`config.mk`:
```
export PLATFORM = sky130hd
export DESIGN_NAME = nds_sync_p2p_arb_flat
export DESIGN_NICKNAME = d
export VERILOG_FILES = /design/src/rtl/nds_sync_p2p_arb_pkg.sv /design/src/rtl/nds_sync_p2p_arb_if.sv /design/src/rtl/nds_sync_p2p_arb_rr.sv /design/src/rtl/nds_sync_p2p_arb.sv /design/src/flat_wrapper.sv
export SDC_FILE = /design/constraint.sdc
export NUM_CORES = 1
export LEC_CHECK = 0
export ABC_AREA = 1
export BUFFER_PORTS_ARGS = -buffer_cell sky130_fd_sc_hd__buf_4
export CORE_ASPECT_RATIO = 1.1
export CORE_MARGIN = 2
export CORE_UTILIZATION = 45
export CTS_CLUSTER_DIAMETER = 40
export CTS_CLUSTER_SIZE = 8
export DETAILED_ROUTE_END_ITERATION = 16
export GPL_ROUTABILITY_DRIVEN = 0
export PLACE_DENSITY = 0.79
export SYNTH_ARGS = -nofsm -noshare
export SYNTH_HDL_FRONTEND = slang
export SYNTH_HIERARCHICAL = 1
export SYNTH_SLANG_ARGS = --single-unit
export TNS_END_PERCENT = 1
```
`constraint.sdc`:
```
create_clock -name b_clk -period 2.24 [get_ports b_clk]
set_input_delay 0.448 -clock b_clk [delete_from_list [all_inputs] [get_ports b_clk]]
set_output_delay 0.448 -clock b_clk [all_outputs]
set_load 0.01 [all_outputs]
```
`src/rtl/nds_sync_p2p_arb_pkg.sv`:
```
// Shared definitions for the nds_sync_p2p_arb pulse+data CDC sequencer.
//   state_t / S_*  : FSM state encoding (IDLE=0, LAUNCH=1, WAIT_ACK=2, GAP=3)
//   TMO_CNT_W      : width of the optional WAIT_ACK timeout counter
//   gap_cnt_w()    : width of the post-ack gap down-counter for a given GAP
package nds_sync_p2p_arb_pkg;

    typedef logic [1:0] state_t;

    localparam state_t S_IDLE     = 2'd0;
    localparam state_t S_LAUNCH   = 2'd1;
    localparam state_t S_WAIT_ACK = 2'd2;
    localparam state_t S_GAP      = 2'd3;

    localparam int TMO_CNT_W = 16;

    // The counter holds GAP-1 at most, so clog2(GAP) bits suffice; keep at
    // least one bit so GAP of 0 or 1 still yields a legal vector.
    function automatic int gap_cnt_w(input int gap);
        if (gap > 1) return $clog2(gap);
        return 1;
    endfunction

endpackage

```
`src/rtl/nds_sync_p2p_arb_if.sv`:
```
// Bundle of requester, synchronizer and status signals around nds_sync_p2p_arb.
//   master : arbiter side (drives grants, tx_* launch signals, busy, timeout_err)
//   slave  : environment side (requesters, far-side ack, error clear)
// Signals:
//   req_valid[NREQ], req_data[NREQ*DATA_BIT], req_grant[NREQ],
//   tx_pulse, tx_data[DATA_BIT], tx_id[ID_W], ack_pulse, busy, timeout_err, err_clr
interface nds_sync_p2p_arb_if
    import nds_sync_p2p_arb_pkg::*;
#(
    parameter int NREQ     = 4,
    parameter int DATA_BIT = 32,
    parameter int ID_W     = 2
);
    logic [NREQ-1:0]          req_valid;
    logic [NREQ*DATA_BIT-1:0] req_data;
    logic [NREQ-1:0]          req_grant;
    logic                     tx_pulse;
    logic [DATA_BIT-1:0]      tx_data;
    logic [ID_W-1:0]          tx_id;
    logic                     ack_pulse;
    logic                     busy;
    logic                     timeout_err;
    logic                     err_clr;

    modport master (
        input  req_valid, req_data, ack_pulse, err_clr,
        output req_grant, tx_pulse, tx_data, tx_id, busy, timeout_err
    );

    modport slave (
        output req_valid, req_data, ack_pulse, err_clr,
        input  req_grant, tx_pulse, tx_data, tx_id, busy, timeout_err
    );

endinterface

```
`src/rtl/nds_sync_p2p_arb_rr.sv`:
```
// nds_rr_arb: combinational round-robin picker.
// Picks the first set bit of req at or after rr_ptr, wrapping to the lowest
// set bit when nothing at or above rr_ptr is requesting.
// Ports:
//   req    in  NREQ   request vector
//   rr_ptr in  ID_W   search start index (must be < NREQ)
//   grant  out NREQ   one-hot winner (all zero when req is zero)
//   idx    out ID_W   winner index (0 when req is zero)
//   any    out 1      at least one request present
module nds_rr_arb
    import nds_sync_p2p_arb_pkg::*;
#(
    parameter int NREQ = 4,
    parameter int ID_W = 2
) (
    input  logic [NREQ-1:0] req,
    input  logic [ID_W-1:0] rr_ptr,
    output logic [NREQ-1:0] grant,
    output logic [ID_W-1:0] idx,
    output logic            any
);

    logic            hi_found;
    logic [ID_W-1:0] hi_idx;
    logic [ID_W-1:0] lo_idx;

    // Scanning downwards lets the last hit be the lowest index: lo_idx is the
    // lowest requester overall, hi_idx the lowest one at or above rr_ptr.
    always_comb begin
        hi_found = 1'b0;
        hi_idx   = '0;
        lo_idx   = '0;
        any      = 1'b0;
        for (int i = NREQ - 1; i >= 0; i--) begin
            if (req[i]) begin
                any    = 1'b1;
                lo_idx = ID_W'(i);
                if (ID_W'(i) >= rr_ptr) begin
                    hi_found = 1'b1;
                    hi_idx   = ID_W'(i);
                end
            end
        end
        idx   = hi_found ? hi_idx : lo_idx;
        grant = any ? ({{(NREQ-1){1'b0}}, 1'b1} << idx) : '0;
    end

endmodule

```
`src/rtl/nds_sync_p2p_arb.sv`:
```
// nds_sync_p2p_arb: b_clk-side arbiter/sequencer for one shared pulse+data
// CDC channel. Grants one requester round-robin, launches a 1-cycle tx_pulse
// with tx_data/tx_id held stable, waits for the synced-back ack_pulse, then
// idles GAP cycles so the synchronizer never sees overlapping pulses.
// Optional feature macro: NDS_SYNC_P2P_ARB_TIMEOUT_EN (WAIT_ACK timeout with
// sticky timeout_err, cleared by err_clr). Without it timeout_err is 0.
// Ports:
//   b_clk      in  clock
//   b_reset_n  in  asynchronous active-low reset
//   bus        nds_sync_p2p_arb_if.master (requests, grants, tx_*, ack, status)
module nds_sync_p2p_arb
    import nds_sync_p2p_arb_pkg::*;
#(
    parameter int NREQ     = 4,
    parameter int DATA_BIT = 32,
    parameter int ID_W     = 2,
    parameter int GAP      = 2,
    parameter int TIMEOUT  = 255
) (
    input  logic                   b_clk,
    input  logic                   b_reset_n,
    nds_sync_p2p_arb_if.master     bus
);

    localparam int                  GAP_CW   = gap_cnt_w(GAP);
    localparam logic [GAP_CW-1:0]   GAP_LD   = GAP_CW'((GAP > 0) ? GAP - 1 : 0);
    localparam state_t              POST_ACK = (GAP > 0) ? S_GAP : S_IDLE;

    state_t              state;
    state_t              state_nxt;
    logic [NREQ-1:0]     pick_grant;
    logic [ID_W-1:0]     pick_idx;
    logic                pick_any;
    logic                grant_fire;
    logic [ID_W-1:0]     rr_ptr;
    logic [GAP_CW-1:0]   gap_cnt;
    logic                tx_pulse_q;
    logic [DATA_BIT-1:0] tx_data_q;
    logic [ID_W-1:0]     tx_id_q;
    logic                timeout_hit;

    nds_rr_arb #(.NREQ(NREQ), .ID_W(ID_W)) u_rr (
        .req    (bus.req_valid),
        .rr_ptr (rr_ptr),
        .grant  (pick_grant),
        .idx    (pick_idx),
        .any    (pick_any)
    );

    assign grant_fire = (state == S_IDLE) && pick_any;

`ifdef NDS_SYNC_P2P_ARB_TIMEOUT_EN
    logic [TMO_CNT_W-1:0] wait_cnt;
    logic                 timeout_err_q;

    // wait_cnt counts completed WAIT_ACK cycles; +1 includes the current one,
    // so the timeout fires at the end of the TIMEOUT-th cycle without ack.
    assign timeout_hit = (state == S_WAIT_ACK) && !bus.ack_pulse &&
                         (wait_cnt + 1'b1 == TMO_CNT_W'(TIMEOUT));

    always_ff @(posedge b_clk or negedge b_reset_n) begin
        if (!b_reset_n) begin
            wait_cnt      <= '0;
            timeout_err_q <= 1'b0;
        end else begin
            if (state == S_LAUNCH)
                wait_cnt <= '0;
            else if (state == S_WAIT_ACK)
                wait_cnt <= wait_cnt + 1'b1;
            // A new timeout takes priority over a simultaneous clear.
            if (timeout_hit)
                timeout_err_q <= 1'b1;
            else if (bus.err_clr)
                timeout_err_q <= 1'b0;
        end
    end

    assign bus.timeout_err = timeout_err_q;
`else
    logic unused_cfg;
    assign unused_cfg      = ^{bus.err_clr, TIMEOUT[0]};
    assign timeout_hit     = 1'b0;
    assign bus.timeout_err = 1'b0;
`endif

    // FSM state register
    always_ff @(posedge b_clk or negedge b_reset_n) begin
        if (!b_reset_n) state <= S_IDLE;
        else            state <= state_nxt;
    end

    // FSM next state; ack outside LAUNCH/WAIT_ACK is ignored
    always_comb begin
        state_nxt = state;
        case (state)
            S_IDLE:     if (pick_any) state_nxt = S_LAUNCH;
            S_LAUNCH:   state_nxt = bus.ack_pulse ? POST_ACK : S_WAIT_ACK;
            S_WAIT_ACK: if (bus.ack_pulse || timeout_hit) state_nxt = POST_ACK;
            S_GAP:      if (gap_cnt == '0) state_nxt = S_IDLE;
            default:    state_nxt = S_IDLE;
        endcase
    end

    // FSM outputs; grants only leave IDLE, so one transfer is in flight at most
    always_comb begin
        bus.req_grant = (state == S_IDLE) ? pick_grant : '0;
        bus.busy      = (state != S_IDLE);
    end

    // Payload, id and round-robin pointer move only on a grant
    always_ff @(posedge b_clk or negedge b_reset_n) begin
        if (!b_reset_n) begin
            tx_data_q  <= '0;
            tx_id_q    <= '0;
            rr_ptr     <= '0;
            tx_pulse_q <= 1'b0;
        end else begin
            tx_pulse_q <= grant_fire;
            if (grant_fire) begin
                tx_data_q <= bus.req_data[pick_idx*DATA_BIT +: DATA_BIT];
                tx_id_q   <= pick_idx;
                rr_ptr    <= (pick_idx == ID_W'(NREQ - 1)) ? '0 : pick_idx + 1'b1;
            end
        end
    end

    // Gap down-counter: loaded on entry to GAP, leaves GAP when it hits 0
    always_ff @(posedge b_clk or negedge b_reset_n) begin
        if (!b_reset_n)
            gap_cnt <= '0;
        else if (state != S_GAP && state_nxt == S_GAP)
            gap_cnt <= GAP_LD;
        else if (state == S_GAP && gap_cnt != '0)
            gap_cnt <= gap_cnt - 1'b1;
    end

    assign bus.tx_pulse = tx_pulse_q;
    assign bus.tx_data  = tx_data_q;
    assign bus.tx_id    = tx_id_q;

endmodule

```
`src/flat_wrapper.sv`:
```
// flat-port wrapper written by rule: the top's interface ports become plain ports
module nds_sync_p2p_arb_flat import nds_sync_p2p_arb_pkg::*;
#(
    parameter int NREQ     = 4,
    parameter int DATA_BIT = 32,
    parameter int ID_W     = 2,
    parameter int GAP      = 2,
    parameter int TIMEOUT  = 255
)
  (b_clk, b_reset_n, bus_req_valid, bus_req_data, bus_ack_pulse, bus_err_clr, bus_req_grant, bus_tx_pulse, bus_tx_data, bus_tx_id, bus_busy, bus_timeout_err);
  nds_sync_p2p_arb_if #(.NREQ(NREQ), .DATA_BIT(DATA_BIT), .ID_W(ID_W)) bus_i ();
  input  logic b_clk;
  input  logic b_reset_n;
  input wire logic [$bits(bus_i.req_valid)-1:0] bus_req_valid;
  input wire logic [$bits(bus_i.req_data)-1:0] bus_req_data;
  input wire logic [$bits(bus_i.ack_pulse)-1:0] bus_ack_pulse;
  input wire logic [$bits(bus_i.err_clr)-1:0] bus_err_clr;
  output wire logic [$bits(bus_i.req_grant)-1:0] bus_req_grant;
  output wire logic [$bits(bus_i.tx_pulse)-1:0] bus_tx_pulse;
  output wire logic [$bits(bus_i.tx_data)-1:0] bus_tx_data;
  output wire logic [$bits(bus_i.tx_id)-1:0] bus_tx_id;
  output wire logic [$bits(bus_i.busy)-1:0] bus_busy;
  output wire logic [$bits(bus_i.timeout_err)-1:0] bus_timeout_err;
  assign bus_i.req_valid = bus_req_valid;
  assign bus_i.req_data = bus_req_data;
  assign bus_i.ack_pulse = bus_ack_pulse;
  assign bus_i.err_clr = bus_err_clr;
  assign bus_req_grant = bus_i.req_grant;
  assign bus_tx_pulse = bus_i.tx_pulse;
  assign bus_tx_data = bus_i.tx_data;
  assign bus_tx_id = bus_i.tx_id;
  assign bus_busy = bus_i.busy;
  assign bus_timeout_err = bus_i.timeout_err;
  nds_sync_p2p_arb #(.NREQ(NREQ), .DATA_BIT(DATA_BIT), .ID_W(ID_W), .GAP(GAP), .TIMEOUT(TIMEOUT)) u_core (.b_clk(b_clk), .b_reset_n(b_reset_n), .bus(bus_i));
endmodule
```
# --- After elaboration in Yosys (flattened, before gate mapping) ---
# Index checks and enable logic that the tools add are counted.
word_totals:
  register_bits: 40
  out_inout_bits: 41
op_classes:
  n_addsub: 2
  magnitude_cmp: 4
  eq_ne: 6
  n_shift: 2
  mux: 35
  reduce_logical: 6
op_table:
  columns: ["cell", "count"]
  rows:
  - ["variable part select 128 x 8 -> 32 bit", 1]
  - ["two-way mux 2 bit", 17]
  - ["two-way mux 1 bit", 15]
  - ["equality test 2 bit (second input constant)", 4]
  - ["two-way mux 4 bit", 2]
  - ["case mux 2 bit (4 select lines)", 1]
  - [">= comparator 1 x 2 -> 1 bit (first input constant)", 2]
  - [">= comparator 2 bit (first input constant)", 2]
  - ["nonzero test 2 bit", 2]
  - ["left shift 1 x 2 -> 4 bit (first input constant)", 1]
  - ["logical AND 1 bit", 3]
  - ["adder 2 x 1 -> 2 bit (second input constant)", 1]
  - ["equality test 2 x 1 -> 1 bit (second input constant)", 1]
  - ["zero test 2 bit", 1]
  - ["inequality test 2 bit (second input constant)", 1]
  - ["subtractor 1 bit (second input constant)", 1]

# --- Depth between registers and ports, before layout ---
depth:
  word_depth: 13
  mapped_depth: 15

# --- Hierarchy ---
# Netlist, hierarchy kept.
modules_own_cells:
  columns: ["module", "instances", "cells_per_inst", "area_per_inst_um2"]
  rows:
  - ["nds_sync_p2p_arb", 1, 474, 2940.3]
  - ["nds_rr_arb", 1, 33, 146.4]

# --- Worst setup path after synthesis ---
# OpenSTA, ideal clock, no wires.
synth_timing:
  path_kind: "input-to-reg"
  from: "in bus_req_valid[0]"
  to: "reg u_core.tx_data_q[13], in the netlist u_core/bus.tx_data[13]"
  setup_time_ns: 0.122
  arrival_time_ns: 1.449
  required_time_ns: 2.118
  path_slack_ns: 0.669
  cell_stages: 12
  cell_sequence: "nand3_1 -> inv_1 -> nor2_2 -> nand2_2 -> inv_1 -> inv_2 -> buf_4 -> buf_4 -> nand2_1 -> nand2_1 -> nand3_1 -> nand3_2"
synth_between:
  elab_chain_len: 3
synth_lines:
  columns: ["item", "line_no", "source"]
  rows:
  - ["start: declaration", "flat_wrapper.sv:14", "input wire logic [$bits(bus_i.req_valid)-1:0] bus_req_valid;"]
  - ["two-way mux 2 bit or two-way mux 1 bit (tied branches)", "nds_sync_p2p_arb_rr.sv:35", "if (req[i]) begin"]
  - ["two-way mux 2 bit (*)", "nds_sync_p2p_arb_rr.sv:44", "idx = hi_found ? hi_idx : lo_idx;"]
  - ["net u_core.pick_idx[0]", "nds_sync_p2p_arb.sv:32", "logic [ID_W-1:0] pick_idx;"]
  - ["variable part select 128 x 8 -> 32 bit (*)", "nds_sync_p2p_arb.sv:120", "tx_data_q <= bus.req_data[pick_idx*DATA_BIT +: DATA_BIT];"]
  - ["end signal: assignment", "nds_sync_p2p_arb.sv:120", null]
  - ["end: declaration", "nds_sync_p2p_arb.sv:38", "logic [DATA_BIT-1:0] tx_data_q;"]
# Mark *: on every way through the listed nets, which the timed path passes. The rest lies on a longest branch.
# A chain may end at the register's enable or synchronous reset.

# --- Final worst setup path ---
layout_timing:
  from: "reg u_core.rr_ptr[1]"
  to: "out bus_req_grant[3]"
layout_between:
  elab_chain_len: 13
layout_lines:
  columns: ["item", "line_no", "source"]
  rows:
  - ["start: declaration", "nds_sync_p2p_arb.sv:35", "logic [ID_W-1:0] rr_ptr;"]
  - ["start signal: assignment", "nds_sync_p2p_arb.sv:122", "rr_ptr <= (pick_idx == ID_W'(NREQ - 1)) ? '0 : pick_idx + 1'b1;"]
  - [">= comparator 2 bit", "nds_sync_p2p_arb_rr.sv:38", "if (ID_W'(i) >= rr_ptr) begin"]
  - ["two-way mux 2 bit or two-way mux 1 bit (tied branches)", "nds_sync_p2p_arb_rr.sv:38", null]
  - ["two-way mux 2 bit or two-way mux 1 bit (tied branches)", "nds_sync_p2p_arb_rr.sv:35", null]
  - ["two-way mux 2 bit or two-way mux 1 bit (tied branches)", "nds_sync_p2p_arb_rr.sv:38", null]
  - ["two-way mux 2 bit or two-way mux 1 bit (tied branches)", "nds_sync_p2p_arb_rr.sv:35", null]
  - ["two-way mux 2 bit or two-way mux 1 bit (tied branches)", "nds_sync_p2p_arb_rr.sv:38", null]
  - ["two-way mux 2 bit or two-way mux 1 bit (tied branches)", "nds_sync_p2p_arb_rr.sv:35", null]
  - ["two-way mux 2 bit or two-way mux 1 bit (tied branches)", "nds_sync_p2p_arb_rr.sv:38", null]
  - ["two-way mux 2 bit or two-way mux 1 bit (tied branches)", "nds_sync_p2p_arb_rr.sv:35", null]
  - ["two-way mux 2 bit (*)", "nds_sync_p2p_arb_rr.sv:44", null]
  - ["left shift 1 x 2 -> 4 bit (*)", "nds_sync_p2p_arb_rr.sv:45", "grant = any ? ({{(NREQ-1){1'b0}}, 1'b1} << idx) : '0;"]
  - ["two-way mux 4 bit (*)", "nds_sync_p2p_arb_rr.sv:45", null]
  - ["net u_core.pick_grant[3]", "nds_sync_p2p_arb.sv:31", "logic [NREQ-1:0] pick_grant;"]
  - ["two-way mux 4 bit (*)", "nds_sync_p2p_arb.sv:106", "bus.req_grant = (state == S_IDLE) ? pick_grant : '0;"]
  - ["end: declaration", "flat_wrapper.sv:18", "output wire logic [$bits(bus_i.req_grant)-1:0] bus_req_grant;"]
# Marked as above.

==> results.py <==
metrics = {
    "outcome": {
        "status": "complete, no violations",
    },
    "power_and_ir_drop": {
        "switching_share": 0.460,
        "power_mw": 4.82,
        "netSwitchingPower_mw": 2.22,
        "p_int_mw": 2.60,
        "leakage_nw": 2.80,
        "peakVddDrop_mv": 0.586,
        "p_per_area_mw_per_mm2": 1070,
        "combPwrFrac": 0.633,
        "power_frac_clock": 0.103,
        "sequentialPowerShare": 0.264,
    },
    "cells_and_area": {
        "final_cell_mix": "264 x nand2_1, 182 x buf_4, 62 x inv_1, 57 x nand3_1, 40 x dfrtp_1",
        "area_delta_synth_final_pct": 46.0,
        "nets": 807,
        "drive_above_1_share": 0.338,
        "diodes": 0,
        "nFillCells": 622,
        "fin_util": 0.679,
        "mostFrequentLayoutCell": "nand2_1",
        "instances_no_fill": 753,
    },
    "worst_setup_path": {
        "slowest_stage": "dfrtp_1",
        "cp_num_buf_inv": 4,
        "worst_ep_required_time_ns": 1.79,
        "worstSetupPathType": "flip-flop to primary output",
        "worstReg2RegStart": "u_core/rr_ptr[1]",
        "critPathTopFamily": "simple AND/OR/NAND/NOR gates",
        "critical_path_depth": 10,
        "arrival_ns": 1.57,
        "cp-end-kind": "primary output",
        "r2r_cells": 13,
        "path_cells": "inv_1 > nand3_1 > nand2_1 > inv_2 > nand3_2 > nand2_2 > nor2_1 > inv_1 > nor2_1 > buf_4",
        "critPathMaxFanout": 3,
        "worst_path_largest_cell_delay_ns": 0.40,
        "cp-start-kind": "flip-flop",
        "startpoint": "u_core/rr_ptr[1]",
    },
    "place": {
        "place_ws_ns": 0.221,
        "dp_cells": 743,
        "io_buffers": 174,
        "dp_hpwl_um": 7060,
    },
    "sta": {
        "tightest_slew_ns": 0.516,
        "hold_viol": 0,
        "skew_ns": 0.00625,
        "grt_setup_unrepaired": "false",
        "tns_ns": 0,
        "layout_min_cycle_time_ns": 2.02,
        "period_share": 0.901,
        "fmax_mhz": 496,
        "finalWorstSetupSlack_ns": 0.222,
        "relSlewSlack": 0.656,
        "slew_violations": 0,
        "finalSetupViolCount": 0,
    },
    "route": {
        "vias": 3569,
        "antenna_left": 0,
        "drt_iter0_drc": 158,
        "first_pass_iters": 4,
        "via_per_inst": 4.74,
        "totalWireLength_um": 9080,
        "drc": 0,
        "wl_per_cell_um": 12.1,
    },
    "global_routing": {
        "grt_first_pass_wirelength_um": 14700,
        "grt_pass1_vias": 3355,
        "antenna_found_initial": 0,
        "grt_use_total": 0.236,
        "grt_max_degree": 43,
        "grt.overflow.total": 0,
    },
    "clocking": {
        "cts-buffers-inserted": 5,
        "cts_tree": "yes",
        "cts_sinks": 40,
        "h-tree-depth": 2,
        "cts_buffer_depth": 2,
        "clk_pin_slew_ns": 0.08,
        "cts_root_buffer": "clkbuf_8",
        "holdBufCountCts": 0,
        "clk_latency_ns": 0.29,
    },
    "floorplan": {
        "fp.dieH_um": 90.9,
        "dieArea_mm2": 0.00754,
        "io_pins": 177,
        "die_width_um": 83.0,
        "start_util": 0.465,
        "coreArea_mm2": 0.00663,
        "row_count": 31,
    },
    "yosys": {
        "netlist_area_mm2": 0.00309,
        "yosys_warnings": 6,
        "ys_seq_elements": 40,
        "ys_seq_area_frac": 0.324,
        "yosys.cell_types.count": 21,
        "syn_inst": 507,
        "synthesis.nets": 644,
        "syn_avg_cell_area_um2": 6.09,
    },
    "flow_run": {
        "drv_cap": 0,
    },
    "min_path": {
        "hp-class": "primary input to asynchronous set/reset pin",
    },
}
synth_stat cells, drive strengths merged:
cell / n / area [um2]
ha: 1 / 12.5
nor2: 13 / 86.3
buf: 26 / 185
o21ai: 2 / 10.0
nand3: 68 / 395
inv: 69 / 259
conb: 1 / 3.75
clkbuf: 2 / 7.51
dfrtp: 40 / 1000
o21a: 1 / 7.51
nand2: 278 / 1090
a21oi: 6 / 30.0
sequential cells by signal, summed over array words and instances (netlist names):
name	flops
u_core/state	2
u_core/gap_cnt	1
u_core/bus.tx_pulse	1
u_core/bus.tx_id	2
u_core/rr_ptr	2
u_core/bus.tx_data	32
routing by layer:
layer  vias to the layer above  GRT usage  share of wire
li1                       1833          -              -
met1                      1591      0.277           0.39
met2                       129      0.413           0.52
met3                        16     0.0521          0.073
met4                         0     0.0997          0.024
met5                         -          0              0
logic make-up (layout without fill, tap and decap cells):
logic type	after synthesis	count (layout)	share of synthesized area
adder cells (fa/ha/maj)	1	1	0.00405
other	1	1	0.00121
flip-flops	40	40	0.324
buffers and inverters	97	261	0.146
AO/OA/AOI/OAI	9	9	0.0154
AND/OR/NAND/NOR	359	359	0.509
stage by stage:
step	hold WS, ns	area [um2]
final	0.131	4510
after global routing	0.169	4510
after CTS	0.139	4480
after detailed placement	0.458	4390
after global placement	0.455	4390
after floorplan	0.152	3090
power groups by stage:
| stage | logic [mW] | clock network [mW] | registers [mW] |
|---|---|---|---|
| detailed placement | 3.03 | 0 | 1.28 |
| floorplan | 1.85 | 0 | 1.40 |
| finish | 3.05 | 0.495 | 1.28 |
| global route | 3.40 | 0.537 | 1.32 |
| global placement | 2.96 | 0 | 1.27 |
| CTS | 3.03 | 0.511 | 1.28 |
cell type report:
cell class                      count  area (um2)  area share
Sequential cell                    40        1000       0.222
Multi-Input combinational cell    370        1640       0.364
Clock inverter                      1        7.51     0.00167
Tap cell                           82         103      0.0228
Timing Repair Buffer              184        1410       0.312
Clock buffer                        7        86.3      0.0192
Inverter                           69         263      0.0583
what timing repair did:
| item | 4_1_cts | 5_1_grt |
|---|---|---|
| buffers inserted | 0 | 2 |
| hold endpoints to repair | 0 | 0 |
| resized for setup | 0 | 2 |
| setup endpoints to repair | 0 | 1 |
final timing paths:
kind,endpoint,slack (ns)
max,bus_req_grant[3],0.22
max in group asynchronous,u_core/bus.tx_data[7],1.76
min in group b_clk,u_core/gap_cnt,0.45
max reg2reg,u_core/bus.tx_data[14],0.35
min reg2reg,u_core/bus.tx_data[7],0.48
min,u_core/bus.tx_data[4],0.13
No activity file was read; power rests on OpenSTA's default activity.
